[src/rtl/cpu_board_pkg.sv]
// rtl/cpu_board_pkg.sv - shared state encoding and LED-to-RGB channel mapping
package cpu_board_pkg;

  // Encoding is visible on the status port, so the values are fixed.
  typedef enum logic [1:0] {
    ST_HOLD  = 2'b00,
    ST_RUN   = 2'b01,
    ST_HALT  = 2'b10,
    ST_STALL = 2'b11
  } state_t;

  // Bit positions in the RGB vector, numbered as the RGB driver pins.
  localparam int RGB_CH_GREEN = 0;
  localparam int RGB_CH_BLUE  = 1;
  localparam int RGB_CH_RED   = 2;

  // Which channels light up in each state; lit is the PWM phase,
  // act the retire activity bit, blink the slow blink phase.
  function automatic logic [2:0] led_rgb(input state_t st, input logic lit,
                                         input logic act, input logic blink);
    logic [2:0] rgb;
    rgb = '0;
    case (st)
      ST_HOLD:  rgb[RGB_CH_RED] = lit;
      ST_RUN: begin
        rgb[RGB_CH_RED]   = lit;
        rgb[RGB_CH_GREEN] = lit & act;
      end
      ST_HALT:  rgb[RGB_CH_BLUE] = lit;
      ST_STALL: rgb[RGB_CH_RED] = lit & blink;
      default:  rgb = '0;
    endcase
    return rgb;
  endfunction

endpackage

[src/rtl/led_pwm_gen.sv]
// rtl/led_pwm_gen.sv - free-running brightness PWM counter and blink phase
module led_pwm_gen #(
  parameter int PWM_BITS   = 8,
  parameter int BLINK_BITS = 22
) (
  input  logic                clk,
  input  logic                reset,
  output logic [PWM_BITS-1:0] pwm_cnt,
  output logic                blink
);

  // Power-up values match the reset values so the board self-starts.
  logic [PWM_BITS-1:0]   pwm_q   = '0;
  logic [BLINK_BITS-1:0] blink_q = '0;

  // Both counters free-run and wrap; blink is the slow counter's MSB.
  always_ff @(posedge clk) begin
    if (reset) begin
      pwm_q   <= '0;
      blink_q <= '0;
    end else begin
      pwm_q   <= pwm_q + 1'b1;
      blink_q <= blink_q + 1'b1;
    end
  end

  assign pwm_cnt = pwm_q;
  assign blink   = blink_q[BLINK_BITS-1];

endmodule

[src/rtl/status_led_ctrl.sv]
// rtl/status_led_ctrl.sv - CPU reset sequencer with halt/stall detection and RGB status LED
module status_led_ctrl
  import cpu_board_pkg::*;
#(
  parameter logic [23:0] RESET_CYCLES = 24'hFFFFFF,
  parameter logic [31:0] HALT_PC      = 32'h00000010,
  parameter int          STALL_CYCLES = 1000000,
  parameter int          PWM_BITS     = 8,
  parameter int unsigned BRIGHT       = 32'h20,
  parameter int          BLINK_BITS   = 22,
  parameter int          ACT_BIT      = 4
) (
  input  logic        clk,
  input  logic        reset,
  input  logic [31:0] cpu_pc,
  input  logic        cpu_reg_wr,
  output logic        cpu_reset,
  output logic        pwm_red,
  output logic        pwm_green,
  output logic        pwm_blue,
  output logic [1:0]  status,
  output logic        halted
);

  localparam int              SW         = $clog2(STALL_CYCLES + 1);
  localparam logic [SW-1:0]   STALL_LAST = SW'(STALL_CYCLES - 1);

  // Power-up values equal the reset values so reset may be tied low.
  state_t        state       = ST_HOLD;
  logic [23:0]   hold_cnt    = RESET_CYCLES;
  logic          cpu_reset_q = 1'b1;
  logic [31:0]   pc_prev     = '0;
  logic [SW-1:0] stall_cnt   = '0;
  logic [15:0]   retire_cnt  = '0;
  logic [2:0]    led_q       = '0;

  logic [PWM_BITS-1:0] pwm_cnt;
  logic                blink;
  logic                lit;

  led_pwm_gen #(
    .PWM_BITS   (PWM_BITS),
    .BLINK_BITS (BLINK_BITS)
  ) u_pwm_gen (
    .clk     (clk),
    .reset   (reset),
    .pwm_cnt (pwm_cnt),
    .blink   (blink)
  );

  assign lit = (32'(pwm_cnt) < BRIGHT);

  // Main FSM: hold the CPU in reset, then watch for halt or a stuck PC.
  always_ff @(posedge clk) begin
    if (reset) begin
      state       <= ST_HOLD;
      hold_cnt    <= RESET_CYCLES;
      cpu_reset_q <= 1'b1;
    end else begin
      case (state)
        ST_HOLD: begin
          if (hold_cnt == '0) begin
            state       <= ST_RUN;
            cpu_reset_q <= 1'b0;
          end else begin
            hold_cnt <= hold_cnt - 1'b1;
          end
        end
        ST_RUN: begin
          // Halt is tested first so it wins over a simultaneous stall.
          if (cpu_pc == HALT_PC)
            state <= ST_HALT;
          else if (stall_cnt == STALL_LAST)
            state <= ST_STALL;
        end
        default: state <= state;
      endcase
    end
  end

  // Count consecutive RUN cycles with an unchanged PC, saturating at the trip value.
  always_ff @(posedge clk) begin
    if (reset) begin
      pc_prev   <= '0;
      stall_cnt <= '0;
    end else begin
      pc_prev <= cpu_pc;
      if (state != ST_RUN || cpu_pc != pc_prev)
        stall_cnt <= '0;
      else if (stall_cnt != STALL_LAST)
        stall_cnt <= stall_cnt + 1'b1;
    end
  end

  // Retired register writes while running; one bit of it drives the activity LED.
  always_ff @(posedge clk) begin
    if (reset)
      retire_cnt <= '0;
    else if (state == ST_RUN && cpu_reg_wr)
      retire_cnt <= retire_cnt + 1'b1;
  end

  // Registered LED pins, one cycle behind state and counters.
  always_ff @(posedge clk) begin
    if (reset)
      led_q <= '0;
    else
      led_q <= led_rgb(state, lit, retire_cnt[ACT_BIT], blink);
  end

  assign cpu_reset = cpu_reset_q;
  assign status    = state;
  assign halted    = (state == ST_HALT);
  assign pwm_red   = led_q[RGB_CH_RED];
  assign pwm_green = led_q[RGB_CH_GREEN];
  assign pwm_blue  = led_q[RGB_CH_BLUE];

endmodule

[config.mk]
export PLATFORM = sky130hd
export DESIGN_NAME = status_led_ctrl
export DESIGN_NICKNAME = d
export VERILOG_FILES = /design/src/rtl/cpu_board_pkg.sv /design/src/rtl/led_pwm_gen.sv /design/src/rtl/status_led_ctrl.sv
export SDC_FILE = /design/constraint.sdc
export NUM_CORES = 1
export LEC_CHECK = 0
export CAP_MARGIN = 5
export CORE_MARGIN = 2
export CORE_UTILIZATION = 52
export CTS_CLUSTER_SIZE = 12
export DETAILED_ROUTE_END_ITERATION = 10
export PLACE_DENSITY = 0.74
export SYNTH_ARGS = -nofsm -noshare
export SYNTH_HDL_FRONTEND = slang
export SYNTH_SLANG_ARGS = --single-unit
[constraint.sdc]
create_clock -name clk -period 2.3 [get_ports clk]
set_input_delay 0.575 -clock clk [delete_from_list [all_inputs] [get_ports clk]]
set_output_delay 0.575 -clock clk [all_outputs]
set_load 0.02 [all_outputs]
==> flow_summary_export.csv <==
group,metric,value,unit
status,status,"finished, final reports clean",
timing,worstMarginPinSlew,0.6103,ns
logic_synthesis,synthTopCellsByArea,"dfxtp_1 47%, xor2_1 7.9%, xnor2_1 5.6%, nor2b_1 5.0%, nor2_1 4.4%",
floorplanning,num_rows,35,
clock_network,cts_tree,"done",
route,wl_met2,5.068,mm
floorplanning,die_y,101.8,µm
timing,maxSlewViolCount,0,
global_route,grt_usage,22.15,%
setup_path,cpPeakStageDelay,0.53,ns
placement,dp_worst_setup_slack,-0.08474,ns
worst_hold_path,min_to,"u_pwm_gen.pwm_cnt[0]",
setup_path,cp.arrival,2.61,ns
placement,placed_cells,724,
layout,area_growth,26.75,%
floorplanning,ios,42,
route,via_count,4072,
route,drt-total-wl,10.63,mm
global_route,antenna_found_initial,0,
global_route,grt_pass1_vias,4010,
logic_synthesis,synth_top_cell_area_share,47.06,%
clock_network,root_buffer,"clkbuf_8",
flow_run,drv_cap,0,
worst_hold_path,hp-start,"u_pwm_gen.pwm_cnt[0]",
timing,fmax,447.8,MHz
logic_synthesis,synth_cell_type_count,43,
route,wl_met3,486,µm
floorplanning,dieWidth,101.8,µm
clock_network,cts_buffer_depth,2,
placement,place_hpwl,7.044,mm
timing,timing.final.crit_share,97.09,%
floorplanning,core,9284,µm²
power,power,4.844,mW
clock_network,clk_pin_slew,0.05,ns
timing,worst_slack,0.06690,ns
worst_hold_path,hold_path_class,"reg2reg",
route,dr.pass1.iters,4,
setup_path,r2r-start,"hold_cnt[3]",
logic_synthesis,yosys-top-cells-count,"117 x dfxtp_1, 58 x nor2_1, 45 x xor2_1",
global_route,grt_max_degree,49,
route,drc_errors,0,
timing,setup_viol,0,
setup_path,timing.rr.end,"hold_cnt[22]",
setup_path,cp.required,2.68,ns
logic_synthesis,synthCells,537,
logic_synthesis,synth_edf_count,0,
placement,port_buffers,41,
setup_path,crit_path_start_kind,"register",
floorplanning,dieArea,10370,µm²
logic_synthesis,ys_warn_count,0,
setup_path,cp-end-kind,"register",
route,antenna_left,0,
clock_network,cts_buffers,17,
logic_synthesis,synthFlopType,"dfxtp_1",
setup_path,criticalPathCategory,"reg2reg",
timing,max_slew_margin,59.00,%
route,highest_layer,"met4",
layout,drive_above_1_share,11.78,%
setup_path,r2r_cells,7,
clock_network,clk_latency,0.51,ns
setup_path,rrSetupSlack,0.07,ns
layout,num_antenna_cells,0,
route,via_per_inst,5.379,
logic_synthesis,synth_top_cell_by_area,"dfxtp_1",
global_route,gr-total-overflow,0,
clock_network,cts_hold_buf,0,
logic_synthesis,syn_area,4977,µm²
timing,final_hold_viol_count,0,
logic_synthesis,avgSynthCellArea,9.269,µm²
logic_synthesis,synth-seq-cells,117,
floorplanning,start_util,53.61,%
route,drt-met1-wl,4.953,mm
global_route,grt_pass1_wl,18.23,mm
setup_path,cp_max_fo,6,
placement,gp_congestion,0.8158,
power,power_density,767.9,nW/µm²
clock_network,clock-sinks,117,
timing,final.setup_skew,0.01234,ns
clock_network,htree_levels,4,
logic_synthesis,ys_seq_area_share,47.06,%
setup_path,worstPathCellList,"or4_4, nand4b_4, buf_4, nor4_1, buf_4, and3_1, o21ai_0",
route,wire_per_inst,14.05,µm
layout,fin_nets,656,
timing,fin_crit,2.233,ns
setup_path,cpMostUsedCell,"buf_4",
power,ir_worst_vdd,0.4218,mV
route,drtIter0Drc,114,
setup_path,slowest_stage,"or4_4",
worst_hold_path,worstHoldPathCells,1,
setup_path,cp-startpoint,"hold_cnt[3]",
power,power_leakage,2.266,nW
layout,fin_cells,757,
logic_synthesis,synth_fp_nets,578,
logic_synthesis,synth.most_common_cell,"dfxtp_1",
logic_synthesis,synth-async-reset-ratio,0,%
what timing repair did:
item	in CTS	in global routing
endpoints found under the setup margin	1	8
cloned	0	1
resized for setup	1	6
buffers inserted	0	0
placed cells by master (no fill, tap or decap), types with 3 or more instances in the layout:
cell and instances:
and3_1 8, nor4_1 24, xnor2_1 32, or3_1 16
clkbuf_1 3, nor2_1 58, a21oi_1 14, nor4b_1 3
clkdlybuf4s50_1 39, clkbuf_8 4, clkbuf_16 16, o21ai_0 12
nand4_1 16, nor3b_1 5, and4_1 7, o31a_1 4
nor3_1 15, or4_1 6, clkinv_2 5, dfxtp_1 116
buf_4 35, mux2i_1 6, nand3_1 27, ha_1 6
nor2b_1 40, xor2_1 45, nand2b_1 3, nand2_1 28
inv_1 6
report_power, final:
| part | internal (mW) | switching (mW) |
|---|---|---|
| sequential | 2.07 | 0.0252 |
| clock | 1.62 | 0.867 |
| combinational | 0.141 | 0.121 |
state kept, by name, summed over array words and instances, names as in the netlist:
name / cells
cpu_reset: 1
hold_cnt: 24
u_pwm_gen.blink_q: 22
retire_cnt: 5
status: 2
led_q: 3
pc_prev: 32
stall_cnt: 20
u_pwm_gen.pwm_cnt: 8
critical path: cells and delay by family, from the launching register on:
| family | cells | cell delay [ns] |
|---|---|---|
| compound gates | 1 | 0.06 |
| simple gates | 4 | 1.32 |
| flops | 1 | 0.35 |
| buf+inv | 2 | 0.39 |
layout make-up:
cell class / count / area, µm²
fillers: 739 / 2975
flip-flops and latches: 117 / 2344
clock buffers: 23 / 466.7
well taps: 129 / 161.4
multi-input cells: 396 / 2541
repair buffers: 77 / 671.9
inverters: 6 / 22.52
clock inverters: 9 / 101.3
worst max-delay path by stage:
stage / to / depth (start not counted)
floorplan: hold_cnt[23] / 6
global placement: stall_cnt[2] / 8
detailed placement: stall_cnt[2] / 8
CTS: status[0] / 1
global route: hold_cnt[5] / 8
finish: hold_cnt[22] / 7
per-layer routing:
layer	GRT usage, %	vias to the layer above
met1	28.49	1924
li1	-	2041
met2	35.98	95
met4	8.308	0
met3	5.814	12
met5	0	-
cells by family (layout without fill, tap and decap cells):
| family | count (synthesis) | after routing | share of synthesized area, % |
|---|---|---|---|
| adders and majority gates | 6 | 6 | 1.508 |
| and+or+nand+nor | 266 | 266 | 29.44 |
| buffers and inverters | 24 | 115 | 2.086 |
| xor gates and xnor gates | 77 | 77 | 13.55 |
| DFF | 117 | 117 | 47.06 |
| AOI/OAI and AO/OA | 41 | 41 | 5.153 |
| muxes | 6 | 6 | 1.207 |
metrics by stage:
stage	area [µm²]	setup TNS, ns	hold slack [ns]	utilization [%]
2_1_floorplan	4977	0	0.4130	-
6_report	6309	0	0.4456	67.95
3_5_place_dp	5725	-0.1694	0.4394	61.67
5_1_grt	6309	-0.02865	0.4775	67.95
4_1_cts	6292	0	0.4471	67.78
3_3_place_gp	5725	-0.1194	0.4247	61.67
(Power assumes the default switching activity.)
